## config.mk

```make
export PLATFORM = sky130hd
export DESIGN_NAME = reg_preload_loader
export DESIGN_NICKNAME = d
export VERILOG_FILES = /design/src/rtl/reg_preload_loader.sv
export SDC_FILE = /design/constraint.sdc
export NUM_CORES = 1
export LEC_CHECK = 0
export ABC_AREA = 0
export ABC_CLOCK_PERIOD_IN_PS = 4220
export CAP_MARGIN = 20
export CORE_MARGIN = 4
export CORE_UTILIZATION = 41
export DETAILED_ROUTE_END_ITERATION = 8
export GPL_TIMING_DRIVEN = 0
export PLACE_DENSITY_LB_ADDON = 0.2
export SLEW_MARGIN = 20
export SYNTH_ARGS = -nofsm -noshare
export SYNTH_HDL_FRONTEND = slang
export SYNTH_SLANG_ARGS = --single-unit
```

## constraint.sdc

```tcl
create_clock -name clock -period 4.22 [get_ports clock]
set_input_delay 0.844 -clock clock [delete_from_list [all_inputs] [get_ports clock]]
set_output_delay 0.844 -clock clock [all_outputs]
set_load 0.05 [all_outputs]
```

## src/rtl/reg_preload_loader.sv

```systemverilog
// Streams an initial register image into the regfile write port while holding the CPU in reset,
// then hands the write port back to the CPU as a transparent pass-through.
module reg_preload_loader #(
    parameter int NUM_REGS = 32,
    parameter int ADDR_W   = 5,
    parameter int DATA_W   = 32,
    parameter bit SKIP_R0  = 1'b1
) (
    input  logic              clock,
    input  logic              reset,
    input  logic              start,
    input  logic              in_valid,
    input  logic [DATA_W-1:0] in_data,
    output logic              in_ready,
    input  logic              cpu_we,
    input  logic [ADDR_W-1:0] cpu_wr_reg,
    input  logic [DATA_W-1:0] cpu_wr_data,
    output logic              rf_we,
    output logic [ADDR_W-1:0] rf_wr_reg,
    output logic [DATA_W-1:0] rf_wr_data,
    output logic              cpu_hold,
    output logic              busy,
    output logic              done,
    output logic [5:0]        count,
    output logic              err
);

    localparam int NUM_BEATS = NUM_REGS - int'(SKIP_R0);

    typedef enum logic [1:0] {IDLE, LOAD, FLUSH, RUN} state_t;

    state_t            state, state_nxt;
    logic              pend;
    logic [ADDR_W-1:0] idx;
    logic [DATA_W-1:0] data;
    logic              accept;
    logic              last_beat;

    assign accept    = (state == LOAD) && in_valid;
    assign last_beat = accept && (count == 6'(NUM_BEATS - 1));

    always_ff @(posedge clock or negedge reset) begin
        if (!reset) state <= IDLE;
        else        state <= state_nxt;
    end

    // Outside RUN the write port carries only the loader's pending write; cpu writes are dropped.
    always_comb begin
        state_nxt  = state;
        in_ready   = 1'b0;
        cpu_hold   = 1'b1;
        busy       = 1'b0;
        done       = 1'b0;
        rf_we      = pend;
        rf_wr_reg  = idx;
        rf_wr_data = data;
        case (state)
            IDLE:  if (start) state_nxt = LOAD;
            LOAD: begin
                in_ready = 1'b1;
                busy     = 1'b1;
                if (last_beat) state_nxt = FLUSH;
            end
            FLUSH: begin
                busy      = 1'b1;
                state_nxt = RUN;
            end
            RUN: begin
                cpu_hold   = 1'b0;
                done       = 1'b1;
                rf_we      = cpu_we;
                rf_wr_reg  = cpu_wr_reg;
                rf_wr_data = cpu_wr_data;
            end
            default: state_nxt = IDLE;
        endcase
    end

    // One-deep write buffer: an accepted beat is presented to the regfile during the next cycle.
    always_ff @(posedge clock or negedge reset) begin
        if (!reset) begin
            pend  <= 1'b0;
            idx   <= '0;
            data  <= '0;
            count <= '0;
            err   <= 1'b0;
        end else begin
            pend <= accept;
            if (accept) begin
                idx   <= ADDR_W'(count) + ADDR_W'(SKIP_R0);
                data  <= in_data;
                count <= count + 6'd1;
            end
            if (cpu_we && (state != RUN)) err <= 1'b1;
        end
    end

endmodule

```

==> out/results.ini, run 1 <==
[detailed_routing]
ant_nets=0
drt-initial-drc-count=72
wl_um=6030
vias_per_cell=4.72
drtPass1Iterations=4
vias=1988
wl_per_cell_um=14.3
drc=0

[outcome]
status=finished clean

[clock_network]
cts_tree=built
ctsResizeCount=0
hold_buffers=0
clkTransAtPathRegs_ps=80
clk_latency_ps=290
numCtsBuffers=5
h-tree-depth=2
post-cts-setup-buffer-count=0
cts.path.max_buffers=2
clockRootBuffer=clkbuf_8
cts.sinks=42

[power]
comb_power_share_pct=69.8
p_leak_nw=1.63
sequentialPowerShare_pct=21.1
ir_drop_mv=0.510
p_sw_mw=1.77
p_int_mw=1.65
cellPowerDensity_nw_per_um2=956
p_sw_share_pct=51.7
clkPwrFrac_pct=9.2

[timing]
skew_ps=5.49
relSlewSlack_pct=54.2
fin_crit_sh_pct=82.9
fmax_mhz=286
period_minus_slack_ps=3500
setup_viol=0
rsz0062_at_grt=no
tightest_slew_ps=686
timing.final.hold_violations=0
fin_tns_setup_ps=0
slew_viol_final=0
hold_ws_ps=467

[global_routing]
antenna_found_initial=0
grt_usage_pct=19.2
globalRouteOverflowTotal=0
grt_pass1_wl_um=9580
grt_pass1_vias=2109
grt_max_degree=27

[setup_path]
endpoint_kind=primary output
ff2ff_path_depth=5
crit_type=reg2out
worstPathArrival_ps=2660
cp-start-kind=flip-flop
critPathMaxFanout=10
cp_data_required_time_ps=3380

[yosys]
ys_seq_elements=42
synth.lib_cells_used.distinct=20
syn_inst=220
netlist_top_cells_area=dfrtp_1 (49%), mux2_2 (19%), nand2_1 (18%), ha_1 (4.1%), xnor2_1 (2.0%)
syn_avg_cell_area_um2=9.73
synth_top_area_share_pct=49.1
ys_warn_count=0
synthFlopType=dfrtp_1
ys_seq_area_share_pct=49.1
yosysMostFrequentCell=nand2_1
synth_commonest_cells=nand2_1 (101), dfrtp_1 (42), mux2_2 (37)
synth_fp_nets=301
synth_edf_count=0
synthArstFlopShare_pct=100
yosys.area.top_type=dfrtp_1
synth_area_um2=2140

[place]
port_buffers=122
place_congestion=0.747
hpwlAfterDp_um=4760
placedCellCount=413

[job]
maxCapViolations=0

[floorplan]
die_h_um=80.3
core-area_um2=5070
die_w_um=80.3
design.die.area_um2=6440
io_pins=123
start_util_pct=42.2
rows=26

[final_layout]
final_nets=431
drive_gt1_share_pct=15.1
fin_util_pct=70.4
final_cells=421
antenna_cells=0
fillers=428
area_growth_pct=66.9

[min_path]
hp-class=in2async

## per-stage QoR
step                power [mW]  worst slack [ps]  instance area [um2]
floorplan                 2.37              1120                 2140
global placement          3.08              1080                 3450
detailed placement        3.13              1030                 3460
CTS                       3.45               699                 3570
global route              3.61               589                 3570
finish                    3.42               720                 3570
## worst max-delay path, cell delays in order, from the launching register on
cell and delay, ps:
dfrtp_1 440, ha_1 260, buf_1 550, mux2_2 410, clkdlybuf4s50_1 700
## cell usage in the layout, fill, tap and decap left out
cell and count:
ha_1 7, nand4b_1 1, nor2b_1 1, clkinv_2 2
buf_12 1, buf_2 4, inv_2 1, xnor2_1 5
dfrtp_1 42, mux2_1 1, o21ai_0 2, a21o_1 1
clkbuf_1 5, nand2_1 101, nand4_1 2, clkbuf_8 5
a2111oi_2 1, clkdlybuf4s50_1 121, bufinv_16 1, mux2i_1 1
and3_1 1, a21boi_2 1, mux2_2 37, buf_1 3
inv_1 4
## power by group through the flow
stage | Clock (mW) | Combinational [mW] | Sequential, mW
floorplan | 0 | 1.60 | 0.772
global placement | 0 | 2.36 | 0.723
detailed placement | 0 | 2.40 | 0.727
CTS | 0.317 | 2.41 | 0.722
global route | 0.332 | 2.53 | 0.747
finish | 0.313 | 2.38 | 0.720
## flip-flops by register name, indices dropped and copies added (netlist names)
signal,count
data,32
count,6
state,2
err,1
pend,1
## cell families after synthesis
group	synth area share [%]
mux	20.5
fa+ha+maj	4.09
simple gates	19.3
buf+inv	2.98
compound gates	2.05
flops	49.1
xor+xnor	2.05
## final timing paths
path,start,endpoint,slack (ps)
worst max-delay path,state[0],rf_wr_data[27],720
worst min-delay path,reset,data[18],470
worst max register to register,state[1],state[1],2370
worst min register to register,err,err,470
max in group asynchronous,reset,data[15],3270
min in group clock,err,err,470
## layer usage
| metal | wire (um) | up-vias | part of all wire [%] | track usage (%) |
|---|---|---|---|---|
| li1 | - | 964 | - | - |
| met1 | 2400 | 953 | 40 | 21.9 |
| met2 | 3230 | 63 | 54 | 36.3 |
| met3 | 324 | 8 | 5.4 | 2.80 |
| met4 | 76 | 0 | 1.3 | 6.08 |
| met5 | 0 | - | 0 | 0 |
## area by class of cell
| class | instances | area [um2] | share of cell area [%] |
|---|---|---|---|
| Timing Repair Buffer | 123 | 1240 | 34.6 |
| Sequential cell | 42 | 1050 | 29.4 |
| Multi-Input combinational cell | 162 | 1030 | 28.7 |
| Tap cell | 70 | 87.6 | 2.45 |
| Clock buffer | 5 | 68.8 | 1.93 |
| Buffer | 11 | 45.0 | 1.26 |
| Clock inverter | 3 | 40.0 | 1.12 |
| Inverter | 5 | 18.8 | 0.525 |
Power figures use the tool's default switching activity.
==> run 2: changes to the inputs <==
ABC_CLOCK_PERIOD_IN_PS = 2900   (was 4220)
CORE_UTILIZATION = 34   (was 41)
clock period = 2.9 ns   (was 4.22 ns; I/O delays follow)
==> run 2 against run 1 <==
Compared with the run above: clock skew down 1.6 ps; routed wire length down 1.4%; final area down 0.60%; count of clock-buffer cells in the layout up 1; core utilization down 11 points; final cell count up 0.95%; worst setup slack worse by 540 ps; flip-flop and latch count unchanged; largest power group unchanged.
==> out/results.ini, run 2 (synthesis gave the netlist of run 1 again) <==
[power]
cellPowerDensity_nw_per_um2=1330
p_leak_nw=1.73
p_total_mw=4.74
ir_drop_mv=0.660

[outcome]
status=finished clean

[detailed_routing]
wl_met3_um=374
highest_layer=met4
wl_per_cell_um=14.0
vias_per_cell=4.51
wl_met1_um=2460
wl_um=5940
vias=1915
drc=0
drt-initial-drc-count=23
ant_nets=0
wl_met2_um=3040
drtPass1Iterations=4

[final_layout]
largest_register_ffs=32
regMostFlops=data
biggestRegsByFlops=data (32), count (6), state (2)
final_common_cell=nand2_1
fillers=552
multi_input_area_um2=1030
drive_gt1_share_pct=16.0
area_growth_pct=65.9
final_nets=431
antenna_cells=0
fin_util_pct=58.9
seqCellArea_um2=1050
final_cell_mix=nand2_1 (101), clkdlybuf4s50_1 (83), dfrtp_1 (42)

[timing]
period_minus_slack_ps=2720
timing.final.hold_violations=0
fin_tns_setup_ps=0
fin_crit_sh_pct=93.7
slew_viol_final=0
rsz0062_at_grt=no
relSlewSlack_pct=64.3
setup_viol=0
timing.final.ws_setup_ps=183
tightest_slew_ps=535
fmax_mhz=368
skew_ps=3.86

[place]
pre_cts_slack_ps=-29.6
hpwlAfterDp_um=4670
port_buffers=122
place_congestion=0.695

[global_routing]
grt_pass1_wl_um=9330
globalRouteOverflowTotal=0
grt_pass1_vias=1951
grt_max_degree=25
antenna_found_initial=0
grt_usage_pct=15.7

[floorplan]
die_w_um=87.4
design.die.area_um2=7630
rows=28
io_pins=123
core-area_um2=6030
die_h_um=87.4
start_util_pct=35.5

[clock_network]
cts_tree=built
cts.path.max_buffers=2
clk_latency_ps=280
post-cts-setup-buffer-count=0
ctsResizeCount=41
clkTransAtPathRegs_ps=80
cts.sinks=42
hold_buffers=0
clockRootBuffer=clkbuf_8
numCtsBuffers=5
h-tree-depth=2

[setup_path]
endpoint_kind=primary output
crit_type=reg2out
worstPathArrival_ps=2140
cp_data_required_time_ps=2320
critPathMaxFanout=10
cp-start-kind=flip-flop

[min_path]
hp-class=in2async

[job]
maxCapViolations=0

## run 2: final cells by class
class | instances | area share, %
plain buffers | 11 | 1.41
well taps | 75 | 2.64
inverters | 5 | 0.528
multi-input cells | 162 | 28.9
clock buffers | 6 | 2.32
repair buffers | 123 | 33.8
clock inverters | 1 | 0.845
flip-flops and latches | 42 | 29.6
## run 2: path summary, 6_finish.rpt
kind	from	end	slack (ps)	cells after the start
worst max-delay path	state[0]	cpu_hold	180	4
worst min register to register	err	err	470	1
min in group clock	err	err	470	1
worst min-delay path	reset	data[7]	250	1
max in group asynchronous	reset	data[21]	2170	2
worst max register to register	state[0]	state[1]	1070	4
## run 2: metal layers
metal  up-vias  global-route usage [%]
li1        962                       -
met1       890                    19.2
met2        58                    27.5
met3         5                    3.50
met4         0                    4.88
met5         -                       0
## run 2: through the flow
stage	hold slack, ps	cells	instance area, um2
after floorplan	284	220	2140
after global placement	440	417	3460
after detailed placement	459	418	3480
after CTS	255	425	3550
after global routing	275	425	3550
final	249	425	3550
## run 2: where the power goes
group | internal (mW) | leakage, nW | switching [mW]
sequential | 0.857 | 0.514 | 0.185
combinational | 1.07 | 1.16 | 2.16
clock | 0.276 | 0.0573 | 0.191
total | 2.20 | 1.73 | 2.53
## run 2: critical path: stages (launching register included)
cell	delay [ps]
dfrtp_1	440
ha_1	280
buf_2	220
inv_1	90
clkdlybuf4s50_1	820
==> run 3: changes to the inputs <==
PLACE_DENSITY = 0.78   (was unset)
PLACE_DENSITY_LB_ADDON = unset   (was 0.2)
==> run 3 against run 2 <==
Compared with the run above: critical endpoint unchanged; critical path depth is the same; largest power group unchanged; count of clock-buffer cells in the layout grew 1; maximum frequency grew 0.17%; die area is the same; routed wire length grew 3.2%; combinational power is essentially flat; first-iteration DRC count grew 100%; core utilization shrank 0.35 points; global-route usage grew 1.0 points; highest routed layer unchanged; clock power shrank 18%.
==> out/results.ini, run 3 (synthesis gave the netlist of run 1 again) <==
[global_routing]
globalRouteOverflowTotal=0
grt_max_degree=23
antenna_found_initial=0
grt_pass1_wl_um=9960
grt_pass1_vias=2102
grt_usage_pct=16.7

[timing]
skew_ps=4.78
timing.final.ws_setup_ps=187
setup_viol=0
timing.final.hold_violations=0
fin_tns_setup_ps=0
fin_crit_sh_pct=93.5
slew_viol_final=0
relSlewSlack_pct=64.0
rsz0062_at_grt=no
fmax_mhz=369
period_minus_slack_ps=2710
tightest_slew_ps=541

[setup_path]
critPathMaxFanout=10
critPathTopFamily=buffers and inverters
endpoint_kind=primary output
cp-start-kind=flip-flop
worstPathArrival_ps=2130
r2r-start=state[1]
path_cells=ha_1 -> buf_2 -> inv_1 -> clkdlybuf4s50_1
cpMaxStageDelayCell=clkdlybuf4s50_1
max_stage_delay_ps=800
reg2reg_slack_ps=1060
ff2ff_path_depth=5
cp_data_required_time_ps=2320
rr_endpoint=state[1]
crit_type=reg2out
critPathBufInv=3

[outcome]
status=finished clean

[clock_network]
clockRootBuffer=clkbuf_8
h-tree-depth=2
clk_latency_ps=290
post-cts-setup-buffer-count=0
hold_buffers=0
clkTransAtPathRegs_ps=80
ctsResizeCount=41
cts.sinks=42
cts_tree=built
numCtsBuffers=5
cts.path.max_buffers=2

[detailed_routing]
ant_nets=0
vias=1978
wl_per_cell_um=14.4
drc=0
drtPass1Iterations=4
drt-initial-drc-count=46
wl_um=6130
vias_per_cell=4.64

[place]
port_buffers=122
pre_cts_slack_ps=-54.8
place_congestion=0.746
placedCellCount=418
hpwlAfterDp_um=4810

[final_layout]
regMostFlops=data
fillers=551
final_common_cell=nand2_1
fin_util_pct=58.6
final_cell_mix=nand2_1 (101), clkdlybuf4s50_1 (83), dfrtp_1 (42)
antenna_cells=0
final_cells=426
final_nets=431
area_growth_pct=64.9
largest_register_ffs=32
drive_gt1_share_pct=16.0
biggestRegsByFlops=data (32), count (6), state (2)

[floorplan]
io_pins=123
die_h_um=87.4
core-area_um2=6030
die_w_um=87.4
start_util_pct=35.5
design.die.area_um2=7630
rows=28

[power]
p_sw_share_pct=54.6
comb_power_share_pct=69.4
p_int_mw=2.12
cellPowerDensity_nw_per_um2=1320
sequentialPowerShare_pct=22.4
clkPwrFrac_pct=8.2
p_sw_mw=2.55
ir_drop_mv=0.703
p_leak_nw=1.72

[min_path]
hp-class=in2async

[job]
maxCapViolations=0

run 3: final cells by class:
cell class / count / area [um2] / share of cell area [%]
Clock buffer: 7 / 86.3 / 2.45
Buffer: 11 / 50.0 / 1.42
Sequential cell: 42 / 1050 / 29.8
Multi-Input combinational cell: 162 / 1030 / 29.1
Timing Repair Buffer: 123 / 1200 / 34.0
Tap cell: 75 / 93.8 / 2.66
Inverter: 5 / 18.8 / 0.532
Clock inverter: 1 / 5.00 / 0.142
run 3: metrics by stage:
stage               cell area, um2  hold slack, ps  power, mW
detailed placement            3480             456       4.57
floorplan                     2140             284       3.45
global route                  3530             293       4.97
finish                        3530             265       4.67
global placement              3460             436       4.50
CTS                           3530             271       4.74
run 3: power by group through the flow:
stage          Clock, mW  Sequential (mW)  Combinational, mW
2_1_floorplan          0             1.12               2.33
3_3_place_gp           0             1.05               3.46
3_5_place_dp           0             1.06               3.51
4_1_cts            0.400             1.05               3.29
5_1_grt            0.427             1.09               3.46
6_report           0.384             1.05               3.24
run 3: worst max-delay path by stage:
stage / slack (ps) / cells past startpoint / endpoint / start
2_1_floorplan: 60 / 3 / rf_wr_reg[0] / state[0]
4_1_cts: 30 / 4 / rf_wr_reg[0] / state[0]
6_report: 190 / 4 / cpu_hold / state[0]
5_1_grt: 60 / 4 / cpu_hold / state[0]
3_3_place_gp: -40 / 4 / rf_we / state[0]
3_5_place_dp: -50 / 4 / rf_wr_data[30] / state[0]
run 3: layer usage:
layer	track usage [%]	wire length, um	up-vias	share of wire [%]
met5	0	0	-	0
met1	19.9	2570	917	42
met3	5.68	591	10	9.6
met4	4.74	95	0	1.5
li1	-	-	964	-
met2	28.6	2870	87	47
